===== config.mk =====
export PLATFORM = sky130hd
export DESIGN_NAME = pipe_run_ctrl
export DESIGN_NICKNAME = d
export VERILOG_FILES = /design/src/rtl/pipe_ctrl_pkg.sv /design/src/rtl/pipe_en_chain.sv /design/src/rtl/pipe_run_ctrl.sv
export SDC_FILE = /design/constraint.sdc
export NUM_CORES = 1
export LEC_CHECK = 0
export ABC_AREA = 1
export CAP_MARGIN = 20
export CORE_ASPECT_RATIO = 0.7
export CORE_MARGIN = 2
export CORE_UTILIZATION = 25
export CTS_CLUSTER_DIAMETER = 30
export CTS_CLUSTER_SIZE = 25
export DETAILED_ROUTE_END_ITERATION = 10
export PLACE_DENSITY = 0.54
export SYNTH_ARGS = -nofsm -noshare
export SYNTH_HDL_FRONTEND = slang
export SYNTH_HIERARCHICAL = 1
export SYNTH_SLANG_ARGS = --single-unit

===== constraint.sdc =====
create_clock -name i_clock -period 1.68 [get_ports i_clock]
set_input_delay 0.42 -clock i_clock [delete_from_list [all_inputs] [get_ports i_clock]]
set_output_delay 0.42 -clock i_clock [all_outputs]
set_load 0.005 [all_outputs]

===== src/rtl/pipe_ctrl_pkg.sv =====
// Shared opcodes and state encodings for the pipeline run/step controller,
// used by the debug unit and the datapath top.
package pipe_ctrl_pkg;

  typedef enum logic [1:0] {
    CMD_RUN   = 2'd0,
    CMD_STEP  = 2'd1,
    CMD_HALT  = 2'd2,
    CMD_CLEAR = 2'd3
  } cmd_op_t;

  typedef enum logic [2:0] {
    ST_IDLE = 3'd0,
    ST_RUN  = 3'd1,
    ST_STEP = 3'd2,
    ST_SNAP = 3'd3,
    ST_DONE = 3'd4
  } ctrl_state_t;

endpackage


===== src/rtl/pipe_en_chain.sv =====
// Per-stage enable/clear generation: a stall at stage k freezes every stage
// upstream of it; flush and the global clear act independently of enables.
module pipe_en_chain #(
  parameter int NUM_STAGES = 5
) (
  input  logic                  i_active,
  input  logic                  i_clr_all,
  input  logic [NUM_STAGES-1:0] i_stall,
  input  logic [NUM_STAGES-1:0] i_flush,
  output logic [NUM_STAGES-1:0] o_stage_en,
  output logic [NUM_STAGES-1:0] o_stage_clr
);

  // w_stall_sfx[i] = OR of stall requests from stage i up to the last stage
  logic [NUM_STAGES:0] w_stall_sfx;
  assign w_stall_sfx[NUM_STAGES] = 1'b0;

  for (genvar g = 0; g < NUM_STAGES; g++) begin : g_stage
    assign w_stall_sfx[g]  = w_stall_sfx[g+1] | i_stall[g];
    assign o_stage_en[g]   = i_active & ~w_stall_sfx[g];
    assign o_stage_clr[g]  = i_clr_all | (i_active & i_flush[g]);
  end

endmodule


===== src/rtl/pipe_run_ctrl.sv =====
// Pipeline run/step controller: RUN/STEP/HALT/CLEAR debug modes merged with
// hazard stalls/flushes, stop snapshot handshake and executed-cycle counter.
module pipe_run_ctrl
  import pipe_ctrl_pkg::*;
#(
  parameter int NUM_STAGES = 5,
  parameter int STEP_W     = 8,
  parameter int CYC_W      = 32
) (
  input  logic                  i_clock,
  input  logic                  i_reset,
  input  logic                  i_cmd_valid,
  output logic                  o_cmd_ready,
  input  logic [1:0]            i_cmd_op,
  input  logic [STEP_W-1:0]     i_cmd_steps,
  input  logic [NUM_STAGES-1:0] i_hazard_stall,
  input  logic [NUM_STAGES-1:0] i_hazard_flush,
  input  logic                  i_eop,
  output logic [NUM_STAGES-1:0] o_stage_en,
  output logic [NUM_STAGES-1:0] o_stage_clr,
  output logic [2:0]            o_ctrl_state,
  output logic                  o_snapshot_req,
  input  logic                  i_snapshot_ack,
  output logic [CYC_W-1:0]      o_cycle_count
);

  ctrl_state_t       r_state, w_state_nxt;
  logic [STEP_W-1:0] r_step_left, w_step_nxt;
  logic [CYC_W-1:0]  r_cycle_count;
  logic              r_stop_eop, w_stop_eop_nxt;
  logic              r_clr_pulse;

  logic w_active, w_accept, w_clear, w_halt;

  // eop gates execution in the very cycle it is seen so the EOP instruction survives
  assign w_active    = ((r_state == ST_RUN) || (r_state == ST_STEP)) && !i_eop && i_reset;
  assign o_cmd_ready = i_reset && (r_state != ST_SNAP);
  assign w_accept    = i_cmd_valid && o_cmd_ready;
  assign w_clear     = w_accept && (cmd_op_t'(i_cmd_op) == CMD_CLEAR);
  assign w_halt      = w_accept && (cmd_op_t'(i_cmd_op) == CMD_HALT);

  always_comb begin
    w_state_nxt    = r_state;
    w_step_nxt     = r_step_left;
    w_stop_eop_nxt = r_stop_eop;
    case (r_state)
      ST_IDLE: begin
        if (w_accept && cmd_op_t'(i_cmd_op) == CMD_RUN) begin
          w_state_nxt = ST_RUN;
        end else if (w_accept && cmd_op_t'(i_cmd_op) == CMD_STEP) begin
          w_state_nxt = ST_STEP;
          w_step_nxt  = (i_cmd_steps == '0) ? STEP_W'(1) : i_cmd_steps;
        end
      end
      ST_RUN: begin
        if (i_eop) begin
          w_state_nxt    = ST_SNAP;
          w_stop_eop_nxt = 1'b1;
        end else if (w_halt) begin
          w_state_nxt    = ST_SNAP;
          w_stop_eop_nxt = 1'b0;
        end
      end
      ST_STEP: begin
        // a stalled cycle still consumes a step
        if (i_eop) begin
          w_state_nxt    = ST_SNAP;
          w_stop_eop_nxt = 1'b1;
        end else if (w_halt || r_step_left <= STEP_W'(1)) begin
          w_state_nxt    = ST_SNAP;
          w_stop_eop_nxt = 1'b0;
          w_step_nxt     = '0;
        end else begin
          w_step_nxt = r_step_left - STEP_W'(1);
        end
      end
      ST_SNAP: begin
        if (i_snapshot_ack) w_state_nxt = r_stop_eop ? ST_DONE : ST_IDLE;
      end
      ST_DONE: ;
      default: w_state_nxt = ST_IDLE;
    endcase
    if (w_clear) begin
      w_state_nxt    = ST_IDLE;
      w_step_nxt     = '0;
      w_stop_eop_nxt = 1'b0;
    end
  end

  always_ff @(posedge i_clock) begin
    if (!i_reset) begin
      r_state       <= ST_IDLE;
      r_step_left   <= '0;
      r_cycle_count <= '0;
      r_stop_eop    <= 1'b0;
      r_clr_pulse   <= 1'b0;
    end else begin
      r_state     <= w_state_nxt;
      r_step_left <= w_step_nxt;
      r_stop_eop  <= w_stop_eop_nxt;
      r_clr_pulse <= w_clear;
      if (w_clear)
        r_cycle_count <= '0;
      else if (w_active && r_cycle_count != '1)
        r_cycle_count <= r_cycle_count + CYC_W'(1);
    end
  end

  pipe_en_chain #(.NUM_STAGES(NUM_STAGES)) u_en_chain (
    .i_active    (w_active),
    .i_clr_all   (!i_reset || r_clr_pulse),
    .i_stall     (i_hazard_stall),
    .i_flush     (i_hazard_flush),
    .o_stage_en  (o_stage_en),
    .o_stage_clr (o_stage_clr)
  );

  assign o_ctrl_state   = r_state;
  assign o_snapshot_req = i_reset && (r_state == ST_SNAP);
  assign o_cycle_count  = r_cycle_count;

endmodule


; ---- Yosys cells after proc, flatten, opt, wreduce, memory -nomap -nowiden
; Cells that the tools add are included.
[op_classes]
add_sub_neg = 2
n_lt_le_gt_ge = 1
n_eq_ne = 16
mux = 20
bitwise_logic = 26
n_reduce_logical = 24
[ops]
columns = cell, count
row1 = $mux W8, 5
row2 = $add A32 B1 Y32 const B, 1
row3 = $ne A32 B32 Y1 const B, 1
row4 = $mux W3, 8
row5 = $pmux W8 S2, 1
row6 = $pmux W3 S5, 1
row7 = $and A1 B1 Y1, 10
row8 = $logic_and A1 B1 Y1, 10
row9 = $or A1 B1 Y1, 9
row10 = $le A8 B1 Y1 const B, 1
row11 = $logic_not A8 Y1, 1
row12 = $ne A2 B2 Y1 const B, 4
row13 = $sub A8 B1 Y8 const B, 1
row14 = $not A1 Y1, 7
row15 = $eq A3 B2 Y1 const B, 2
row16 = $ne A3 B2 Y1 const B, 2
row17 = $ne A3 B3 Y1 const B, 2
row18 = $reduce_and A5 Y1, 1
row19 = $eq A2 B2 Y1 const B, 2
row20 = $mux W1, 4
row21 = $reduce_and A4 Y1, 1
row22 = $reduce_bool A2 Y1, 2
row23 = $eq A3 B1 Y1 const B, 1
row24 = $eq A3 B3 Y1 const B, 1
row25 = other kinds (8), 11
[totals]
reg_bits = 45
input_bits = 25
word_cells = 94

; ---- Logic depth before layout (Yosys ltp)
; Gate-level depths: netlist of the first run.
[logic_depth]
depth_word = 8
ltp_mapped = 12

; ---- Modules after synthesis
; The synthesis of the first run kept the hierarchy.
[by_module_without_submodules]
columns = mod, n_inst, cells_per_inst, area_each_um2
row1 = pipe_run_ctrl, 1, 503, 2987.9
row2 = pipe_en_chain, 1, 21, 91.3

; ---- Worst setup path before layout of the first run
; No wires, ideal clock.
[synth_timing]
path_kind = reg-to-output
start = register r_state[0], in the netlist o_ctrl_state[0]
end = output o_stage_en[0]
arrival_ps = 1347
required_ps = 1260
path_slack_ps = -87
path_stages_with_launch = 7
path_buffers = 0
path_cell_list = dfxtp_1 > nand3_1 > a21oi_4 > inv_2 > nor2_2 > nand3_2 > nor2_2
[synth_via]
elab_chain_len = 5
word_cells_on_any_way = 6
cone_classes = eq/ne (2) / bitwise (1) / reduce/logical (3)
[synth_lines]
columns = item, line_no
row1 = start: declaration, pipe_run_ctrl.sv:27  ; ctrl_state_t r_state, w_state_nxt;
row2 = start signal: assignment, pipe_run_ctrl.sv:98  ; r_state <= w_state_nxt;
row3 = $eq A3 B1 Y1 or $eq A3 B2 Y1 (tied branches), pipe_run_ctrl.sv:36  ; assign w_active = ((r_state == ST_RUN) || (r_state == ST_STEP)) && !i_eop && i_reset;
row4 = $logic_or A1 B1 Y1 *, pipe_run_ctrl.sv:36
row5 = $logic_and A1 B1 Y1 * (2 in series), pipe_run_ctrl.sv:36
row6 = net w_active, pipe_run_ctrl.sv:33  ; logic w_active, w_accept, w_clear, w_halt;
row7 = $and A1 B1 Y1 *, pipe_en_chain.sv:20  ; assign o_stage_en[g] = i_active & ~w_stall_sfx[g];
row8 = end: declaration, pipe_run_ctrl.sv:19  ; output logic [NUM_STAGES-1:0] o_stage_en,
; Mark *: on every way through the listed nets, which the timed path passes. The rest lies on a longest branch.

; ---- Worst setup path in the final report of the first run
[layout_timing]
start = register r_state[0], in the netlist o_ctrl_state[0]
end = output o_stage_en[4]
; The elaborated chain is that of the path after synthesis.

==> impl_results.md, run 1 <==
- Synthesis warning total: 6
- Max_slew headroom: about three quarters
- Req. time, crit path: around 1.3 ns
- Routability cong.: around 0.9
- Chip width: 137 um
- Number of DRC markers in iteration 0: roughly 200
- Failing checks: setup timing
- Initial Util: 26.0%
- Tot Pwr: 0.00517 W
- Clock transition at path regs: 0.06 ns
- CTS tree: yes
- # diodes: 0
- PnR worst setup slack: -0.283 ns
- Die area: 13200 um2
- Data arrival time of the worst path: between 1.5 and 2 ns
- Cell area after placement: 4510 um2
- Crit path time final: 1.96 ns
- Clock latency on the worst-skew pair: just under 0.3 ns
- Maximum vdd ir drop: 0.000666 V
- Post-synth top area share: approximately 30%
- Site Rows: 33
- HPWL Detailed: 7850 um
- Hold_sp: r_stop_eop$_SDFFE_PP0P_
- Mapped Cells: between 500 and 600
- Root Buffer: clkbuf_16
- All-Layer GR Usage: 16.3%
- Outcome: finished with violations
- R2R Setup Slk: -0.15 ns
- Async SR Flop Fraction: 0%
- Crit Path Category: flop to output port
- Avg Synthesized Cell Area: between 5 and 6 um2
- Port bufs: 71
- R2R Path Start: o_ctrl_state[0]$_SDFFE_PP0P_
- Worst Reg-to-Reg Cells: 12
- Max Clock Freq: 0.510 GHz
- Endpoints failing setup: 49
- Via count: ~3800
- Critical path, cell by cell: inv_4, nand3_4, a21oi_4, inv_2, nor2_4, buf_4, buf_6, clkdlybuf4s15_2
- Worst path slowest cell: dfxtp_4
- Post-Layout Inst Area: 5200 um2
- Drt total wl: 10900 um
- Final period util: 117%
- Yosys reg bits: 45
- Worst Path Max Fanout: 3
- Final Skew: 0.00580 ns
- Number of flops mapped to enable cells by yosys: 0
- Hold EP: r_stop_eop$_SDFFE_PP0P_
- Share of cells above drive strength 1: 29.7%
- First-pass DRT Iterations: 5
- RSZ-0062 raised after global routing: yes
- Leakage: 2.52 nW
- Max Cap Viol: 0
- Yosys cell types: 30
- WL per Instance: 13.0 um
- Syn nets: 552
- First-pass GRT wire length: 17200 um
- Clock Tree Buf Depth: 2
- Startpoint types: flop
- Detail Route Antenna Nets: 0
- Synth top area cells: dfxtp_1 29%, nand2_1 24%, nor2_1 12%, a21oi_1 5.2%, inv_1 4.9%
- Residual DRC: 0
- Synthesized area: a little over 3000 um2
- Global route total overflow: 0
- Vias in the first global route: between 3000 and 4000
- Layout area overhead: 68.9%
- Hold Crit Depth: 2
- Number of antenna violations at the first check in global routing: 0
- Die height: 96.9 um
- Number of H-tree levels: 2
- Max incr delay on CP: ~0.36 ns
- Nets: 714
- Tightest Hold Check Type: flop to flop
- Largest net degree at the start of global routing: 27
- # hold bufs at CTS: 0
- DR vias/cell: 4.52
- Worst-Margin Slew: between 0.3 and 0.4 ns
- Synth top cells by count: 195 x nand2_1, 98 x nor2_1, 45 x dfxtp_1, 40 x inv_1, 32 x a21oi_1
- Type of element capturing the critical path: output port
- I/O pins: 72
- Core area: between 10000 and 15000 um2
- Count leader, synth: nand2_1
- CTS buffer count: 5
- P per Cell Area: just under 1000 nW/um2
- Register area share after synthesis: 29.3%
- Top FF cell, synth: dfxtp_1
- Max-slew violation count: 0
- Cell taking the most area after synthesis: dfxtp_1
- Reg2Reg Capture Point: o_cycle_count[31]$_SDFFE_PP0P_
- Sink Count: 45
- Final hold violations: 0
[critical path, delay by kind of cell, from the launching register on]
kind / cells / cell delay [ns]
AO/OA/AOI/OAI: 1 / 0.20
AND/OR/NAND/NOR: 2 / 0.17
buffers and inverters: 5 / 0.53
flip-flops: 1 / 0.36
[state kept, by name, summed over array words and instances, names as in the netlist]
name	flops
r_clr_pulse	1
r_stop_eop	1
o_ctrl_state	3
r_step_left	8
o_cycle_count	32
[metrics by stage]
stage | utilization [%] | hold slack (ns) | setup TNS (ns) | instances | worst slack [ns]
after floorplan | - | 0.439 | -0.0506 | 524 | -0.0443
after global placement | 38.0 | 0.450 | -31.72 | 812 | -1.04
after detailed placement | 38.0 | 0.449 | -33.07 | 812 | -1.09
after CTS | 41.3 | 0.459 | -2.91 | 837 | -0.398
after global routing | 43.9 | 0.503 | -10.27 | 844 | -0.382
final | 43.9 | 0.458 | -5.50 | 844 | -0.283
[logic make-up (layout without fill, tap and decap cells)]
group | after synthesis | count (layout) | synth area share (%)
DFF | 45 | 45 | 29.3
and+or+nand+nor | 352 | 352 | 47.8
buffers and inverters | 57 | 220 | 8.29
AOI/OAI and AO/OA | 51 | 51 | 8.90
xor gates and xnor gates | 16 | 16 | 4.55
adders and majority gates | 3 | 3 | 1.22
[cell type report]
| type | count | area [um2] |
|---|---|---|
| Inverter | 47 | 209 |
| Fill cell | 1237 | 6650 |
| Multi-Input combinational cell | 422 | 2160 |
| Clock buffer | 8 | 136 |
| Timing Repair Buffer | 165 | 1570 |
| Sequential cell | 45 | 935 |
| Tap cell | 157 | 196 |
[worst max-delay path by stage]
stage                                 startpoint             to  slack, ns  depth (start not counted)
floorplan                                i_reset  o_stage_en[0]      -0.04                          7
global placement                         i_reset  o_stage_en[0]      -1.04                         10
CTS                                      i_reset  o_stage_en[0]      -0.40                         11
global route        o_ctrl_state[0]$_SDFFE_PP0P_  o_stage_en[0]      -0.38                          9
finish              o_ctrl_state[0]$_SDFFE_PP0P_  o_stage_en[4]      -0.28                          8
detailed placement                       i_reset  o_stage_en[0]      -1.09                         10
[layout by cell type (no fill, tap or decap), types with 10 or more instances in the layout]
cell,netlist,layout
dfxtp_1,45,24
dlymetal6s2s_1,0,19
inv_1,40,33
clkdlybuf4s50_1,0,25
nand3_1,16,10
nand2_1,195,188
nand3b_1,12,12
nor2_1,98,86
buf_6,3,14
nor2_4,1,10
dlygate4sd2_1,0,14
buf_4,3,73
a21oi_1,32,24
xor2_1,13,13
nor2_2,7,10
dfxtp_2,0,18
[where the power goes]
group | internal (W) | total [W] | switching (W)
sequential | 0.00122 | 0.00135 | 0.000133
combinational | 0.00129 | 0.00284 | 0.00154
clock | 0.000555 | 0.000988 | 0.000433
[repair_timing]
action / in CTS / in global routing
cloned: 2 / 1
setup buffers: 15 / 11
resized for setup: 100 / 94
pin swaps: 8 / 21
setup endpoints to repair: 80 / 73
[layer usage]
layer  wire, um  vias to the layer above  GRT usage (%)
li1           -                     1957              -
met1       5450                     1713           25.0
met2       4370                      136           23.3
met3       1030                        6           3.09
met4         85                        0           3.37
met5          0                        -              0
(Power assumes the default switching activity.)
==> run 2: changes to the inputs <==
--- a/config.mk
+++ b/config.mk
@@ -10,7 +10,7 @@
 export CORE_ASPECT_RATIO = 0.7
 export CORE_MARGIN = 2
 export CORE_UTILIZATION = 25
-export CTS_CLUSTER_DIAMETER = 30
+export CTS_CLUSTER_DIAMETER = 120
 export CTS_CLUSTER_SIZE = 25
 export DETAILED_ROUTE_END_ITERATION = 10
 export PLACE_DENSITY = 0.54
==> results of run 2 <==
Same layout as run 1: the final DEF is identical, and so are final timing and power.
==> variant 1: new RTL, settings of run 1 <==
Put one more register stage on the output `o_cycle_count`, cleared by the reset. The value now appears one clock later. The other outputs are not delayed to match.
--- a/src/rtl/pipe_run_ctrl.sv
+++ b/src/rtl/pipe_run_ctrl.sv
@@ -117,7 +117,13 @@
 
   assign o_ctrl_state   = r_state;
   assign o_snapshot_req = i_reset && (r_state == ST_SNAP);
-  assign o_cycle_count  = r_cycle_count;
+  always_ff @(posedge i_clock) begin
+    if (!i_reset) begin
+      o_cycle_count <= '0;
+    end else begin
+      o_cycle_count <= r_cycle_count;
+    end
+  end
 
 endmodule
 
Check against the original RTL: not equivalent (a bounded check fails within 4 cycles, from zero or initial values and one cycle with i_reset low).
==> variant 1 against run 1 <==
  * The run still ends with setup timing left
  * Non-clock buffer count fell by 4
  * Combinational power is essentially flat
  * Area after synthesis rose by 32%
  * Final area grew 22%
  * Wire length up 3.4%
  * Synthesized cell count grew 18%
  * Global-route usage is 2.5 points lower
  * Setup slack gained 0.0068 ns
  * Die area increased by 31%
  * Critical path depth is 1 higher
  * Register-to-register slack better by 0.14 ns
  * Clock skew grew 0.0022 ns
  * Sequential cell count rose by 32
  * Total power increased by 38%
  * Critical path type unchanged
  * Largest cell class unchanged
  * Highest routed layer unchanged
==> variant 1: results (changes against run 1) <==
DR pass1 iterations - 4 (-1)
DP HPWL - 8340 µm (+6.2%)
Skew final - 0.00804 ns (+0.00224 ns)
Synthesized net count - 645 (+17%)
Sw Pwr - 2390 µW (+13%)
Root Buffer - clkbuf_16
Total CTS buffers - 9 (+4)
Vias/cell - 4.17 (-7.6%)
I/O Buffers - 71 (unchanged)
Hold crit path type - reg2reg
Status - finished with violations
Post-layout worst setup margin - -0.276 ns (+0.00677 ns)
GR Util All Layers - 13.8% (-2.5 points)
R2R cell count - 12 (unchanged)
Failing checks - setup timing
Skew-Pair Late Insertion Delay - 0.34 ns (+0.05 ns)
Gp weighted congestion - 0.863 (-4.5%)
Clock transition at the registers of the reported paths - 0.06 ns (about the same)
Nets - 802 (+12%)
Worst setup path end - o_stage_en[0]
R2R Setup Slk - -0.01 ns (+0.14 ns)
Antenna Cells - 0 (unchanged)
Wire length of the first global-routing pass - 19200 µm (+12%)
Share of layout cells above drive strength 1 - 27.9% (-1.8 points)
Ys Warns - 6 (unchanged)
CP max FO - 4 (+1)
Top cells by count, synth - 216 x nand2_1, 85 x nor2_1, 77 x dfxtp_1
Least-Margin Pin Slew - 0.384 ns (+0.0388 ns)
Post-place setup slack - -0.761 ns (+0.328 ns)
Top post-synthesis cells by area - dfxtp_1 38%, nand2_1 20%, nor2_1 7.8%
Pleak - 0.00286 µW (+14%)
Largest net degree at the start of global routing - 37 (+37%)
Vias in the first global route - 4042 (+16%)
Clk buf depth - 2 (unchanged)
CP Launch Type - register
WL per Instance - 11.3 µm (-13%)
Post-synthesis sequential area ratio - 37.8% (+8.6 points)
Worst IR drop on VDD - 0.000532 V (-20%)
Reg-to-Reg End - r_cycle_count[11]
Worst r2r src - o_ctrl_state[1]
1st-iter DRT viols - 185 (-5.1%)
# H-tree levels - 3 (+1)
Top delay family on crit path - flip-flops
Final setup violation count - 11 (-78%)
Critical path arrival - 1.54 ns (about the same)
Slowest CP cell - dfxtp_4
Min-Delay Startpoint - r_cycle_count[5]
Yosys cell types - 28 (-6.7%)
Largest stage delay on the critical path - 0.37 ns
==> variant 1: cell count changes after synthesis, moves of 6 or more <==
cell / change
nor2_1: -13
dfxtp_1: +32
o21ai_0: -6
nand2_2: +10
a21oi_2: +10
inv_1: +33
nand2_1: +21
==> variant 1: logic make-up (layout without fill, tap and decap cells) <==
group | Yosys count | after routing | synth area share, %
AO/OA/AOI/OAI | 48 | 48 | 7.15
XOR/XNOR | 19 | 19 | 4.08
adder cells (fa/ha/maj) | 3 | 3 | 0.921
buffers and inverters | 93 | 253 | 9.67
flip-flops | 77 | 77 | 37.8
AND/OR/NAND/NOR | 377 | 377 | 40.3
==> variant 1: power by group through the flow <==
stage | sequential (µW) | clock (µW) | combinational, µW
finish | 2100 | 2210 | 2830
global route | 2120 | 2330 | 3170
CTS | 2100 | 2270 | 2540
detailed placement | 2100 | 0 | 2280
global placement | 2100 | 0 | 2300
floorplan | 2090 | 0 | 1450
==> variant 1: worst min path at each step <==
stage	end	slack, ns	cells after the start
5_1_grt	o_cycle_count[5]	0.49	2
2_1_floorplan	o_cycle_count[17]	0.43	2
4_1_cts	o_cycle_count[5]	0.47	2
6_report	o_cycle_count[5]	0.47	2
3_3_place_gp	o_cycle_count[5]	0.46	2
3_5_place_dp	o_cycle_count[5]	0.46	2
==> variant 1: per-stage QoR <==
stage | TNS [ns] | instances | instance area (µm²) | utilization [%] | power, µW
after floorplan | -0.00477 | 617 | 4090 | - | 3540
after global placement | -27.58 | 967 | 5560 | 34.4 | 4400
after detailed placement | -28.09 | 967 | 5560 | 34.4 | 4380
after CTS | -2.29 | 995 | 6100 | 37.7 | 6900
after global routing | -4.80 | 1002 | 6370 | 39.4 | 7630
final | -2.37 | 1002 | 6370 | 39.4 | 7140
==> variant 1: worst register-to-register path, delay by kind of cell (launching register included) <==
| family | cells | cell delay, ns |
|---|---|---|
| compound gates | 2 | 0.29 |
| flops | 1 | 0.37 |
| simple gates | 3 | 0.21 |
| buf+inv | 7 | 0.75 |
==> variant 1: routing by layer <==
metal	global-route usage, %	share of wire [%]	vias to the layer above
met5	0	0	-
met4	2.94	0.67	0
met3	4.03	6.1	6
met2	21.4	42	91
met1	18.9	51	1884
li1	-	-	2200
==> variant 1: timing repair <==
action                                  in CTS  in global routing
endpoints found under the setup margin      59                 54
pin swaps                                    9                 13
gates cloned                                 2                  2
setup buffers                               13                  7
resized for setup                           89                 57
==> variant 1: area by class of cell <==
cell class / count / area (µm²)
Clock buffer: 10 / 239
Clock inverter: 4 / 97.6
Fill cell: 1697 / 9780
Inverter: 78 / 315
Multi-Input combinational cell: 447 / 2350
Sequential cell: 77 / 1560
Tap cell: 225 / 282
Timing Repair Buffer: 161 / 1530
==> variant 2: new RTL, config.mk and constraints of run 1 <==
Without the edit above. `CYC_W`: 32 -> 48.
--- a/src/rtl/pipe_run_ctrl.sv
+++ b/src/rtl/pipe_run_ctrl.sv
@@ -5,7 +5,7 @@
 #(
   parameter int NUM_STAGES = 5,
   parameter int STEP_W     = 8,
-  parameter int CYC_W      = 32
+  parameter int CYC_W      = 48
 ) (
   input  logic                  i_clock,
   input  logic                  i_reset,
Interface: changed (resized o_cycle_count); port bits go from 72 to 88. The function was not compared with the original's and may differ.
==> variant 2 against run 1 <==
  * Area after synthesis up 41%
  * Sequential cell count up 16
  * Total power up 22%
  * Synthesized cell count up 39%
  * The flow still finishes with violations (setup timing)
  * Largest cell class unchanged
  * Clock skew up 0.0025 ns
  * Setup slack worse by 0.13 ns
  * Wire length up 60%
  * Final area up 42%
==> variant 2: results (changes against run 1) <==
Final wirelength - 17500 µm (+60%)
I/O Buffers - 87 (+23%)
# H-tree levels - 3 (+1)
Worst r2r src - o_ctrl_state[2]
Wire length of the first global-routing pass - 25800 µm (+50%)
Worst IR drop on VDD - 0.000440 V (-34%)
DP HPWL - 12600 µm (+61%)
Seq_cells - 61 (+36%)
Worst setup path end - o_stage_en[0]
Syn_area_per_cell - 5.96 µm² (+1.5%)
Largest register FFs - 48 (+50%)
M3 GR Usage - 5.03% (+1.9 points)
GR Util All Layers - 17.8% (+1.5 points)
Critical path arrival - 1.67 ns (+0.13 ns)
Clk cell area share - 4.42% (+1.8 points)
Inst Count DP - 1145 (+41%)
Synthesized net count - 757 (+37%)
Die width - 162 µm (+18%)
Reg-to-Reg End - o_cycle_count[18]
Largest net degree at the start of global routing - 33 (+22%)
Max_slew headroom - 76.1% (-0.79 points)
Metal2 WL - 6840 µm (+57%)
WHS - 0.482 ns (+0.0243 ns)
Top cells by count, synth - 286 x nand2_1, 109 x nor2_1, 61 x dfxtp_1
GR met1 Demand/Resource - 27.0% (+2.0 points)
CP max FO - 4 (+1)
Clkbuf count - 12 (+4)
WL met3 - 1310 µm (+28%)
Nets - 987 (+38%)
Post-layout worst setup margin - -0.412 ns (-0.130 ns)
Top post-synthesis cells by area - dfxtp_1 28%, nand2_1 25%, nor2_1 9.4%
Pleak - 0.00316 µW (+26%)
Gp weighted congestion - 0.879 (-2.7%)
1st-iter DRT viols - 404 (+110%)
Fraction of area in multi-input gates - 42.5% (+1.1 points)
Setup tns final - -9.45 ns (-3.96 ns)
Sequential portion of the cell area - 17.0% (-1.0 points)
Share of layout cells above drive strength 1 - 33.5% (+3.8 points)
Final setup violation count - 70 (+43%)
Yosys cell types - 35 (+17%)
Failing checks - setup timing
Signal buf overhead - 28.9% (-1.3 points)
Post-CTS Setup Bufs - 10 (-5)
Buffers excl. clock - 237 (+44%)
WL met1 - 9130 µm (+68%)
Multi-input gates - 592 (+40%)
Post-place setup slack - -0.723 ns (+0.366 ns)
Placed instance area - 6340 µm² (+41%)
R2R Setup Slk - -0.17 ns (-0.02 ns)
Post-synthesis sequential area ratio - 28.1% (-1.2 points)
Vias/cell - 4.58 (+1.5%)
Status - finished with violations
## variant 2: changes by cell type in the layout (fill, tap and decap cells not counted), sizes merged, moves of 29 or more
cell | before | now
dlygate4sd2 | 14 | 50
a21oi | 33 | 62
nand2 | 199 | 300
buf | 101 | 154
## variant 2: power groups by stage
stage / clock [µW] / sequential, µW / combinational, µW
detailed placement: 0 / 1670 / 1930
floorplan: 0 / 1670 / 1130
finish: 2070 / 1670 / 2560
global route: 2180 / 1680 / 2790
CTS: 2110 / 1650 / 2050
global placement: 0 / 1670 / 1930
## variant 2: cells by family after synthesis
| kind of cell | after synthesis | synth area share (%) |
|---|---|---|
| buf+inv | 76 | 8.09 |
| fa+ha+maj | 3 | 0.864 |
| simple gates | 493 | 48.8 |
| flops | 61 | 28.1 |
| compound gates | 73 | 9.56 |
| xor+xnor | 23 | 4.63 |
